## src/rtl/mem_stage.sv

```systemverilog
// mem_stage: Beta CPU memory-access slot with req/gnt/rvalid data port, alignment traps and flush
`ifndef INST_NOP
`define INST_NOP 32'h83FF_F800
`endif
`ifndef INST_BNE_EXCEPT
`define INST_BNE_EXCEPT 32'h77DF_0000
`endif

module mem_stage #(
    parameter int XLEN = 32,
    parameter logic [XLEN-1:0] NOP_INST = `INST_NOP,
    parameter logic [XLEN-1:0] EXC_INST = `INST_BNE_EXCEPT,
    parameter bit ALIGN_TRAP = 1'b1
) (
    input  logic            clk,
    input  logic            rst_n,
    input  logic            in_valid,
    output logic            in_ready,
    input  logic [XLEN-1:0] pc_in,
    input  logic [XLEN-1:0] ir_in,
    input  logic [XLEN-1:0] y_in,
    input  logic [XLEN-1:0] d_in,
    input  logic            exc_in,
    input  logic            flush,
    output logic            out_valid,
    input  logic            out_ready,
    output logic [XLEN-1:0] pc_out,
    output logic [XLEN-1:0] ir_out,
    output logic [XLEN-1:0] y_out,
    output logic [XLEN-1:0] rdata_out,
    output logic            exc_out,
    output logic            op_ld_or_ldr,
    output logic            op_st,
    output logic            op_br_or_jmp,
    output logic            mem_req,
    output logic            mem_we,
    output logic [XLEN-1:0] mem_addr,
    output logic [XLEN-1:0] mem_wdata,
    input  logic            mem_gnt,
    input  logic            mem_rvalid,
    input  logic [XLEN-1:0] mem_rdata
);
    typedef enum logic [2:0] {EMPTY, ISSUE, WAIT_R, FULL, DRAIN} state_t;
    localparam logic [5:0] OP_LD  = 6'b011000;
    localparam logic [5:0] OP_ST  = 6'b011001;
    localparam logic [5:0] OP_JMP = 6'b011011;
    localparam logic [5:0] OP_BEQ = 6'b011100;
    localparam logic [5:0] OP_BNE = 6'b011101;
    localparam logic [5:0] OP_LDR = 6'b011111;

    state_t state;
    logic [5:0] opc;
    logic is_ld, is_st, misaligned, issue, accept;
    logic [XLEN-1:0] ir_next;

    function automatic logic [2:0] decode(input logic [5:0] op);
        return {op == OP_LD || op == OP_LDR, op == OP_ST, op == OP_JMP || op == OP_BEQ || op == OP_BNE};
    endfunction

    assign opc        = ir_in[31:26];
    assign is_ld      = opc == OP_LD || opc == OP_LDR;
    assign is_st      = opc == OP_ST;
    assign misaligned = ALIGN_TRAP && (is_ld || is_st) && y_in[1:0] != 2'b00;
    assign issue      = !exc_in && !misaligned && (is_ld || is_st);
    assign ir_next    = exc_in ? NOP_INST : misaligned ? EXC_INST : ir_in;
    assign in_ready   = !flush && (state == EMPTY || (state == FULL && out_ready));
    assign accept     = in_valid && in_ready;

    always_ff @(posedge clk or negedge rst_n) begin
        if (!rst_n) begin
            state        <= EMPTY;
            out_valid    <= 1'b0;
            exc_out      <= 1'b0;
            ir_out       <= NOP_INST;
            pc_out       <= '0;
            y_out        <= '0;
            rdata_out    <= '0;
            op_ld_or_ldr <= 1'b0;
            op_st        <= 1'b0;
            op_br_or_jmp <= 1'b0;
            mem_req      <= 1'b0;
            mem_we       <= 1'b0;
            mem_addr     <= '0;
            mem_wdata    <= '0;
        end else if (flush) begin
            // a flushed load already granted must still swallow its response
            out_valid <= 1'b0;
            mem_req   <= 1'b0;
            mem_we    <= 1'b0;
            state     <= (state == WAIT_R || state == DRAIN) && !mem_rvalid ? DRAIN : EMPTY;
        end else if (accept) begin
            pc_out    <= pc_in;
            y_out     <= y_in;
            ir_out    <= ir_next;
            rdata_out <= '0;
            exc_out   <= exc_in || misaligned;
            {op_ld_or_ldr, op_st, op_br_or_jmp} <= decode(ir_next[31:26]);
            state     <= issue ? ISSUE : FULL;
            out_valid <= !issue;
            mem_req   <= issue;
            mem_we    <= issue && is_st;
            if (issue) begin
                mem_addr  <= {y_in[XLEN-1:2], 2'b00};
                mem_wdata <= d_in;
            end
        end else begin
            case (state)
                ISSUE: if (mem_gnt) begin
                    mem_req   <= 1'b0;
                    mem_we    <= 1'b0;
                    out_valid <= op_st;
                    state     <= op_st ? FULL : WAIT_R;
                end
                WAIT_R: if (mem_rvalid) begin
                    rdata_out <= mem_rdata;
                    out_valid <= 1'b1;
                    state     <= FULL;
                end
                FULL: if (out_ready) begin
                    out_valid <= 1'b0;
                    state     <= EMPTY;
                end
                DRAIN: if (mem_rvalid) state <= EMPTY;
                default: ;
            endcase
        end
    end
endmodule

```

## config.mk

```make
export PLATFORM = sky130hd
export DESIGN_NAME = mem_stage
export DESIGN_NICKNAME = d
export VERILOG_FILES = /design/src/rtl/mem_stage.sv
export SDC_FILE = /design/constraint.sdc
export NUM_CORES = 1
export LEC_CHECK = 0
export CORE_MARGIN = 2
export CORE_UTILIZATION = 27
export DETAILED_ROUTE_END_ITERATION = 8
export HOLD_SLACK_MARGIN = 0.05
export SETUP_SLACK_MARGIN = 0.3
export SYNTH_ARGS = -nofsm -noshare
export SYNTH_HDL_FRONTEND = slang
export SYNTH_SLANG_ARGS = --single-unit
```

## constraint.sdc

```tcl
create_clock -name clk -period 2.1 [get_ports clk]
set_clock_uncertainty 0.15 [all_clocks]
set_input_delay 0.42 -clock clk [delete_from_list [all_inputs] [get_ports clk]]
set_output_delay 0.42 -clock clk [all_outputs]
set_load 0.05 [all_outputs]
```

# After elaboration in Yosys (flattened, before gate mapping)
# Cells that the tools add are included.
op_classes:
  eq_ne: 17
  muxes: 27
  bitwise_logic: 1
  n_reduce_logical: 35
op_table:
  columns: ["operator", "n"]
  rows:
  - ["$mux W32", 5]
  - ["$eq A6 B5 Y1 const B", 9]
  - ["$mux W3", 7]
  - ["$ne A4 B4 Y1 const B", 4]
  - ["$mux W1", 12]
  - ["$pmux W3 S4", 1]
  - ["$logic_and A1 B1 Y1", 8]
  - ["$logic_or A1 B1 Y1", 8]
  - ["$eq A3 B2 Y1 const B", 2]
  - ["$reduce_and A3 Y1", 2]
  - ["$reduce_bool A2 Y1", 3]
  - ["$reduce_bool A3 Y1", 2]
  - ["$reduce_bool A6 Y1", 1]
  - ["$logic_not A1 Y1", 5]
  - ["$reduce_and A5 Y1", 1]
  - ["$reduce_bool A5 Y1", 1]
  - ["$reduce_and A2 Y1", 2]
  - ["$reduce_and A4 Y1", 1]
  - ["$eq A3 B1 Y1 const B", 1]
  - ["$eq A3 B3 Y1 const B", 1]
  - ["$logic_not A3 Y1", 1]
  - ["$pmux W1 S3", 1]
  - ["$mux W2", 1]
  - ["$not A1 Y1", 1]
word_totals:
  regBits: 200
  in_bits: 168
  output_inout_bits: 200
  elab_cells: 94

# Longest topological paths before layout
# Gate-level depths: netlist (run 1).
depth:
  word_depth: 10
  mapped_depth: 8
  mapped_depth_nobuf: 4

# Least setup slack after synthesis (run 1)
# OpenSTA, ideal clock, no wires.
synth_path:
  path_kind: "input to register"
  from: "input y_in[1]"
  to: "register mem_addr[10]"
  setup_time_ns: 0.125
  t_arrival_ns: 1.868
  t_required_ns: 1.825
  setup_slack_ns: -0.043
  cell_stages: 5
  path_buffers: 1
  path_cell_list: "or2_2 -> a2111o_1 -> nor2_8 -> buf_12 -> mux2_4"
synth_via:
  elab_chain_cells: 6
synth_rtl:
  columns: ["element", "line", "rtl"]
  rows:
  - ["start, declared", "21", "input logic [XLEN-1:0] y_in,"]
  - ["$reduce_bool A2 Y1", "63", "assign misaligned = ALIGN_TRAP && (is_ld || is_st) && y_in[1:0] != 2'b00;"]
  - ["$logic_and A1 B1 Y1", "63", null]
  - ["$logic_not A1 Y1", "64", "assign issue = !exc_in && !misaligned && (is_ld || is_st);"]
  - ["$logic_and A1 B1 Y1 (2 in a row)", "64", null]
  - ["$reduce_and A3 Y1 (no line)", null, null]
  - ["end signal, assigned", "103", "mem_addr <= {y_in[XLEN-1:2], 2'b00};"]
  - ["end, declared", "37", "output logic [XLEN-1:0] mem_addr,"]
# Every way passes these cells.
# A chain may end at the register's enable or synchronous reset.

# Worst setup path in the final report (run 1)
layout_path:
  from: "register state[1]"
  to: "register state[0]"
layout_via:
  elab_chain_cells: 7
  elab_cells_between_ends: 18
  classes_between: "8 x eq/ne; 3 x mux; 7 x reduce/logical"
layout_rtl:
  columns: ["element", "line", "rtl"]
  rows:
  - ["start, declared", "51", "state_t state;"]
  - ["start signal, assigned", "90", "state <= (state == WAIT_R || state == DRAIN) && !mem_rvalid ? DRAIN : EMPTY;"]
  - ["start signal, assigned", "98", "state <= issue ? ISSUE : FULL;"]
  - ["start signal, assigned", "112", "state <= op_st ? FULL : WAIT_R;"]
  - ["$eq A3 B2 Y1", "66, 107", null]
  - ["$logic_and A1 B1 Y1", "66", "assign in_ready = !flush && (state == EMPTY || (state == FULL && out_ready));"]
  - ["$logic_or A1 B1 Y1", "66", null]
  - ["$logic_and A1 B1 Y1", "66", null]
  - ["$logic_and A1 B1 Y1", "67", "assign accept = in_valid && in_ready;"]
  - ["$ne A4 B4 Y1 (no line), or another cell as far along", null, null]
  - ["$reduce_and A5 Y1 (no line) or $mux W3 (tied branches)", null, null]
# Parallel ways exist; a longest one is shown, timed or not.

==> results of run 1 <==
-- per-layer routing --
metal | vias up | track usage, %
li1 | 3247 | -
met2 | 249 | 28.1
met1 | 3370 | 20.4
met5 | - | 0
met4 | 0 | 4.47
met3 | 30 | 4.22
-- state kept, by name, indices dropped and copies added (netlist names) --
register / flops
state: 3
exc_out: 1
op_st: 1
y_out: 32
ir_out: 32
out_valid: 1
rdata_out: 32
mem_wdata: 32
mem_addr: 30
op_br_or_jmp: 1
mem_req: 1
mem_we: 1
op_ld_or_ldr: 1
pc_out: 32
-- timing repair --
action / in CTS / in global routing
setup endpoints to repair: 223 / 186
gates resized for setup: 318 / 99
hold buffers: 1 / 0
buffers inserted: 19 / 8
pin swaps: 11 / 22
cloned: 4 / 10
endpoints found under the hold margin: 33 / 0
-- layout by cell type (no fill, tap or decap), drive strengths merged, types with 3 or more instances in the layout --
master	synthesis	final
a21oi	43	43
a22o	14	14
and2	2	3
buf	25	223
clkbuf	21	28
clkdlybuf4s15	0	67
clkdlybuf4s18	0	4
clkdlybuf4s50	0	157
clkinv	0	5
clkinvlp	0	3
dfrtp	184	184
dfstp	16	16
inv	5	12
mux2	63	63
mux2i	3	3
nand2	276	276
nor2	16	16
o21ai	6	6
o22a	10	10
o22ai	3	3
-- per-stage QoR --
step	setup WS [ns]	cells	power (uW)	setup TNS (ns)	area (um2)
2_1_floorplan	-0.0327	721	11500	-1.89	8220
3_3_place_gp	-0.600	1489	14900	-52.89	12400
3_5_place_dp	-0.605	1489	15000	-52.18	12400
4_1_cts	0.0279	1545	18400	0	13500
5_1_grt	-0.00743	1563	19600	-0.0175	13900
6_report	0.0345	1563	18700	0	13900
-- layout make-up --
cell class,count,area (um2)
multi-input combinational,471,3060
fill,2725,15800
clock inverter,15,178
timing repair buffer,465,4690
tap,390,488
inverter,5,18.8
sequential,200,5020
clock buffer,17,425
-- worst min-delay path by stage --
| stage | startpoint | cells after the start | to | slack (ns) |
|---|---|---|---|---|
| 5_1_grt | ir_in[29] | 3 | ir_out[29] | 0.09 |
| 3_3_place_gp | rst_n | 1 | rdata_out[8] | 0.23 |
| 4_1_cts | ir_in[27] | 3 | ir_out[27] | 0.18 |
| 3_5_place_dp | rst_n | 1 | rdata_out[8] | 0.23 |
| 2_1_floorplan | rst_n | 0 | exc_out | -0.03 |
| 6_report | ir_in[29] | 3 | ir_out[29] | 0.09 |
-- kinds of logic (layout without fill, tap and decap cells) --
logic type | count (synthesis) | after routing
and+or+nand+nor | 309 | 310
DFF | 200 | 200
AOI/OAI and AO/OA | 92 | 92
muxes | 67 | 67
buffers and inverters | 51 | 502
other | 1 | 2
-- critical path, stage by stage (launching register included) --
cell and delay, ns:
sky130_fd_sc_hd__dfrtp_1 0.40, sky130_fd_sc_hd__buf_4 0.14, sky130_fd_sc_hd__buf_6 0.10, sky130_fd_sc_hd__buf_6 0.10, sky130_fd_sc_hd__buf_6 0.11, sky130_fd_sc_hd__mux4_2 0.42
sky130_fd_sc_hd__nand2_2 0.08, sky130_fd_sc_hd__and2_4 0.15, sky130_fd_sc_hd__mux2_4 0.30
-- power breakdown --
| group | switching, uW | total [uW] | internal (uW) |
|---|---|---|---|
| Combinational | 6370 | 9600 | 3230 |
| Sequential | 663 | 5770 | 5100 |
| Clock | 1730 | 3350 | 1620 |
| Total | 8770 | 18700 | 9950 |
==> out/summary.log, run 1 <==
qor: synthesis.yosysWarnings 0
qor: finish.drive_gt1_share 40.2%
qor: finish.antenna_cells 0
qor: setup_path.critPathMaxFanout 3
qor: drt.drtPass1Iterations 4
qor: setup_path.crit_path_end_kind register
qor: drt.antenna_violating_nets_post_route 0
qor: floorplanning.std_cell_rows 63
qor: setup_path.crit_path_start state[1]
qor: setup_path.worstSetupEndpoint state[0]
qor: setup_path.worst-endpoint-required 2.26 ns
qor: drt.dr.max_layer_used met4
qor: synthesis.synthesis.area_per_instance 11.3 um2
qor: cts.clk_pin_slew 0.08 ns
qor: synthesis.sequential_cell_area_fraction_in_the_yosys_report 61.6%
qor: global_route.grt_antenna_before_repair 0
qor: synthesis.synth_adder_area_share 0%
qor: synthesis.post_synth_instance_area 8160 um2
qor: power_and_ir_drop.power.leakage 0.00662 uW
qor: synthesis.synth_largest_area_cell sky130_fd_sc_hd__dfrtp_1
qor: drt.detail_route.wl_per_cell 17.8 um
qor: floorplanning.floorplan.io_pins 368
qor: cts.clock_sink_count 200
qor: setup_path.reg2reg_depth 8
qor: finish.utilization 46.7%
qor: synthesis.synth.mux.area_fraction 12.0%
qor: sta.max_freq 0.484 GHz
qor: global_route.grt_max_degree 52
qor: synthesis.synth_cell_type_count 48
qor: place.placement.io_buffers 365
qor: synthesis.synth_compound_gate_area_share 7.56%
qor: synthesis.synth_xor_xnor_area_share 0%
qor: sta.hold_ws 0.0924 ns
qor: synthesis.postSynth.topFlopCell sky130_fd_sc_hd__dfrtp_1
qor: synthesis.ys_ff_latch 200
qor: run.cap_violations 0
qor: power_and_ir_drop.power_per_cell_area 1350 nW/um2
qor: worst_hold_path.hold_path.class primary input to register
qor: synthesis.synth_enable_flop_cells 0
qor: synthesis.yosys-top-cells-count sky130_fd_sc_hd__nand2_1 (276), sky130_fd_sc_hd__dfrtp_1 (184), sky130_fd_sc_hd__mux2_4 (58)
qor: setup_path.critical_path_arrival 2.22 ns
qor: global_route.global_route.overflow_total 0
qor: floorplanning.floorplan.die.width 178 um
qor: drt.route.met2.wl 14.1 mm
qor: cts.clockBufferDepth 2
qor: setup_path.worst_setup_path_start_kind register
qor: drt.drcViolationCount 0
qor: global_route.grt_use_total 16.4%
qor: sta.unrepaired_setup_endpoints_after_global_routing true
qor: floorplanning.core_area 29700 um2
qor: finish.nNetsFinal 1328
qor: finish.flow.area_growth_from_synthesis 70.1%
qor: setup_path.worst-r2r-setup-slack 0.03 ns
qor: cts.cts_buffers 17
qor: synthesis.synthTopCellsByArea sky130_fd_sc_hd__dfrtp_1 (56%), sky130_fd_sc_hd__nand2_1 (13%), sky130_fd_sc_hd__mux2_4 (11%)
qor: synthesis.yosys.area_share.simple 15.0%
qor: synthesis.async_sr_flop_fraction 100%
qor: place.gpl.final_weighted_congestion 0.871
qor: drt.mean_number_of_vias_per_cell 4.41
qor: global_route.vias_in_the_first_global_route 7218
qor: sta.min_period 2.07 ns
qor: synthesis.yosysTopAreaCellShare 56.4%
qor: sta.hold_viol 0
qor: synthesis.synth_top_family_by_area simple AND/OR/NAND/NOR gates
qor: setup_path.r2r_start state[1]
qor: setup_path.r2r_end state[0]
qor: cts.tritoncts done
qor: sta.timing.final.crit_share 98.4%
qor: drt.route.final.wire_length 27.8 mm
qor: floorplanning.chipHeight 178 um
qor: drt.wl_met3 1.70 mm
qor: power_and_ir_drop.irDropWorstVdd 0.866 mV
qor: drt.detailroute.via_count 6896
qor: cts.insertion_delay 0.42 ns
qor: global_route.grt_pass1_wl 40.4 mm
qor: floorplanning.floorplan.die_area 31600 um2
qor: drt.drt_met1_wl 11.4 mm
qor: synthesis.syn_inst_count 720
qor: drt.dr.first_iter.drc_count 296
qor: sta.timing.final.max_slew_violations 0
qor: sta.report.final.setup_viol 0
qor: synthesis.post-synth-top-count-cell sky130_fd_sc_hd__nand2_1
qor: run_status.run_status complete, no violations
qor: cts.cts.root.buffer_cell sky130_fd_sc_hd__clkbuf_16
qor: setup_path.criticalPathCategory register to register
qor: cts.htree_levels 4
qor: floorplanning.initial_core_util 27.5%
qor: place.place.detailed.hpwl 18.6 mm
No activity file was read; power rests on OpenSTA's default activity.
==> run 2, diff against run 1 <==
--- a/config.mk
+++ b/config.mk
@@ -6,7 +6,7 @@
 export NUM_CORES = 1
 export LEC_CHECK = 0
 export CORE_MARGIN = 2
-export CORE_UTILIZATION = 27
+export CORE_UTILIZATION = 25
 export DETAILED_ROUTE_END_ITERATION = 8
 export HOLD_SLACK_MARGIN = 0.05
 export SETUP_SLACK_MARGIN = 0.3
==> run 2 against run 1 <==
  * Cell area rose by 6.7%
  * Routed wire length rose by 6.1%
  * Utilization fell by 0.94 points
  * Count of clock-buffer cells in the layout rose by 1
  * Worst setup slack improved by 0.0094 ns
  * Critical path depth fell by 4
  * Critical path type is now register to primary output
==> out/summary.log, run 2 (synthesis gave the netlist of run 1 again) <==
qor: drt.dr.first_iter.drc_count 182
qor: cts.htree_levels 4
qor: finish.nNetsFinal 1341
qor: finish.most-common-layout-cells sky130_fd_sc_hd__nand2_1 (200), sky130_fd_sc_hd__dfrtp_1 (184), sky130_fd_sc_hd__clkdlybuf4s50_1 (157), sky130_fd_sc_hd__buf_4 (136), sky130_fd_sc_hd__clkdlybuf4s15_2 (66)
qor: global_route.grt_antenna_before_repair 0
qor: finish.final_area 14800 um2
qor: setup_path.worst-endpoint-required 1.53 ns
qor: setup_path.critical_path_arrival 1.49 ns
qor: power_and_ir_drop.power_per_cell_area 1310 nW/um2
qor: sta.hold_viol 0
qor: floorplanning.initial_core_util 25.2%
qor: worst_hold_path.min_path_cells 3
qor: setup_path.r2r_start state[1]
qor: setup_path.criticalPathCategory register to primary output
qor: drt.route.final.wire_length 29.5 mm
qor: finish.drive_gt1_share 48.1%
qor: setup_path.crit_path_start state[1]
qor: sta.report.final.setup_viol 0
qor: floorplanning.chipHeight 185 um
qor: power_and_ir_drop.power.leakage 0.00704 uW
qor: power_and_ir_drop.irDropWorstVdd 0.878 mV
qor: sta.unrepaired_setup_endpoints_after_global_routing true
qor: drt.antenna_violating_nets_post_route 0
qor: global_route.vias_in_the_first_global_route 7210
qor: worst_hold_path.hold_path.class primary input to register
qor: floorplanning.core_area 32400 um2
qor: place.gpl.final_weighted_congestion 0.810
qor: sta.timing.final.crit_share 97.9%
qor: cts.clockBufferDepth 2
qor: place.postPlaceCellArea 12500 um2
qor: drt.drtPass1Iterations 4
qor: global_route.grt_pass1_wl 41.0 mm
qor: drt.drcViolationCount 0
qor: finish.multi_input_gate_area 3470 um2
qor: power_and_ir_drop.post-layout-total-power 19500 uW
qor: drt.detail_route.wl_per_cell 18.1 um
qor: cts.clock_sink_count 200
qor: global_route.grt_use_total 15.7%
qor: cts.cts.root.buffer_cell sky130_fd_sc_hd__clkbuf_16
qor: drt.detailroute.via_count 7097
qor: setup_path.critPathMaxFanout 3
qor: cts.cts_buffers 17
qor: sta.max_freq 0.486 GHz
qor: run_status.run_status complete, no violations
qor: global_route.grt_max_degree 49
qor: setup_path.crit_path_end_kind primary output
qor: finish.antenna_cells 0
qor: floorplanning.floorplan.die.width 185 um
qor: finish.flow.area_growth_from_synthesis 81.6%
qor: finish.final.fill_count 2979
qor: sta.min_period 2.06 ns
qor: cts.insertion_delay 0.44 ns
qor: floorplanning.floorplan.io_pins 368
qor: cts.clk_pin_slew 0.08 ns
qor: finish.leading_cell_type_in_the_layout_fill_and_taps_excluded sky130_fd_sc_hd__nand2_1
qor: floorplanning.std_cell_rows 66
qor: cts.tritoncts done
qor: setup_path.reg2reg_depth 9
qor: sta.hold_ws 0.104 ns
qor: place.place.detailed.hpwl 18.2 mm
qor: worst_hold_path.hp-start ir_in[31]
qor: run.cap_violations 0
qor: floorplanning.floorplan.die_area 34100 um2
qor: sta.timing.final.max_slew_violations 0
qor: place.placement.io_buffers 365
qor: setup_path.worst_setup_path_start_kind register
qor: drt.mean_number_of_vias_per_cell 4.36
qor: finish.area_occupied_by_registers 5020 um2
qor: global_route.global_route.overflow_total 0
run 2: timing repair:
action | in CTS | in global routing
hold endpoints to repair | 38 | 0
gates resized for setup | 358 | 239
endpoints found under the setup margin | 257 | 229
pin swaps | 11 | 54
gates cloned | 13 | 16
hold buffers | 1 | 0
buffers inserted | 16 | 10
run 2: critical path: stages (launching register included):
cell and delay [ns]:
sky130_fd_sc_hd__dfrtp_1 0.40, sky130_fd_sc_hd__and3_4 0.18, sky130_fd_sc_hd__buf_6 0.11, sky130_fd_sc_hd__o21a_1 0.20, sky130_fd_sc_hd__buf_12 0.15
run 2: area by class of cell:
class                   count  share of cell area (%)
multi-input cells         471                    23.4
inverters                   5                   0.127
well taps                 442                    3.73
clock inverters            14                   0.946
flip-flops and latches    200                    33.9
clock buffers              18                    2.90
repair buffers            478                    35.0
run 2: where the power goes:
part | switching (uW) | internal (uW)
registers | 731 | 5110
logic | 6670 | 3660
clock network | 1640 | 1680
run 2: worst paths after layout:
kind,endpoint,slack (ns)
worst max-delay path,in_ready,0.04
worst min-delay path,ir_out[31],0.10
worst max register to register,mem_addr[4],0.06
worst min register to register,y_out[13],0.33
max in group asynchronous,rdata_out[10],0.77
min in group asynchronous,mem_wdata[14],0.37
run 2: metrics by stage:
stage	cells	utilization (%)	TNS, ns	setup slack, ns
after floorplan	721	-	-1.89	-0.0327
after global placement	1540	38.5	-74.27	-0.596
after detailed placement	1540	38.5	-72.83	-0.611
after CTS	1602	42.7	0	0.00535
after global routing	1628	45.8	-0.378	-0.0479
final	1628	45.8	0	0.0439
run 2: metal layers:
metal	up-vias	wire (um)	part of all wire (%)	global-route usage (%)
met4	0	692	2.3	4.76
met1	3502	11800	40	19.0
met3	35	2180	7.4	5.22
met5	-	0	0	0
met2	267	14700	50	26.5
li1	3293	-	-	-
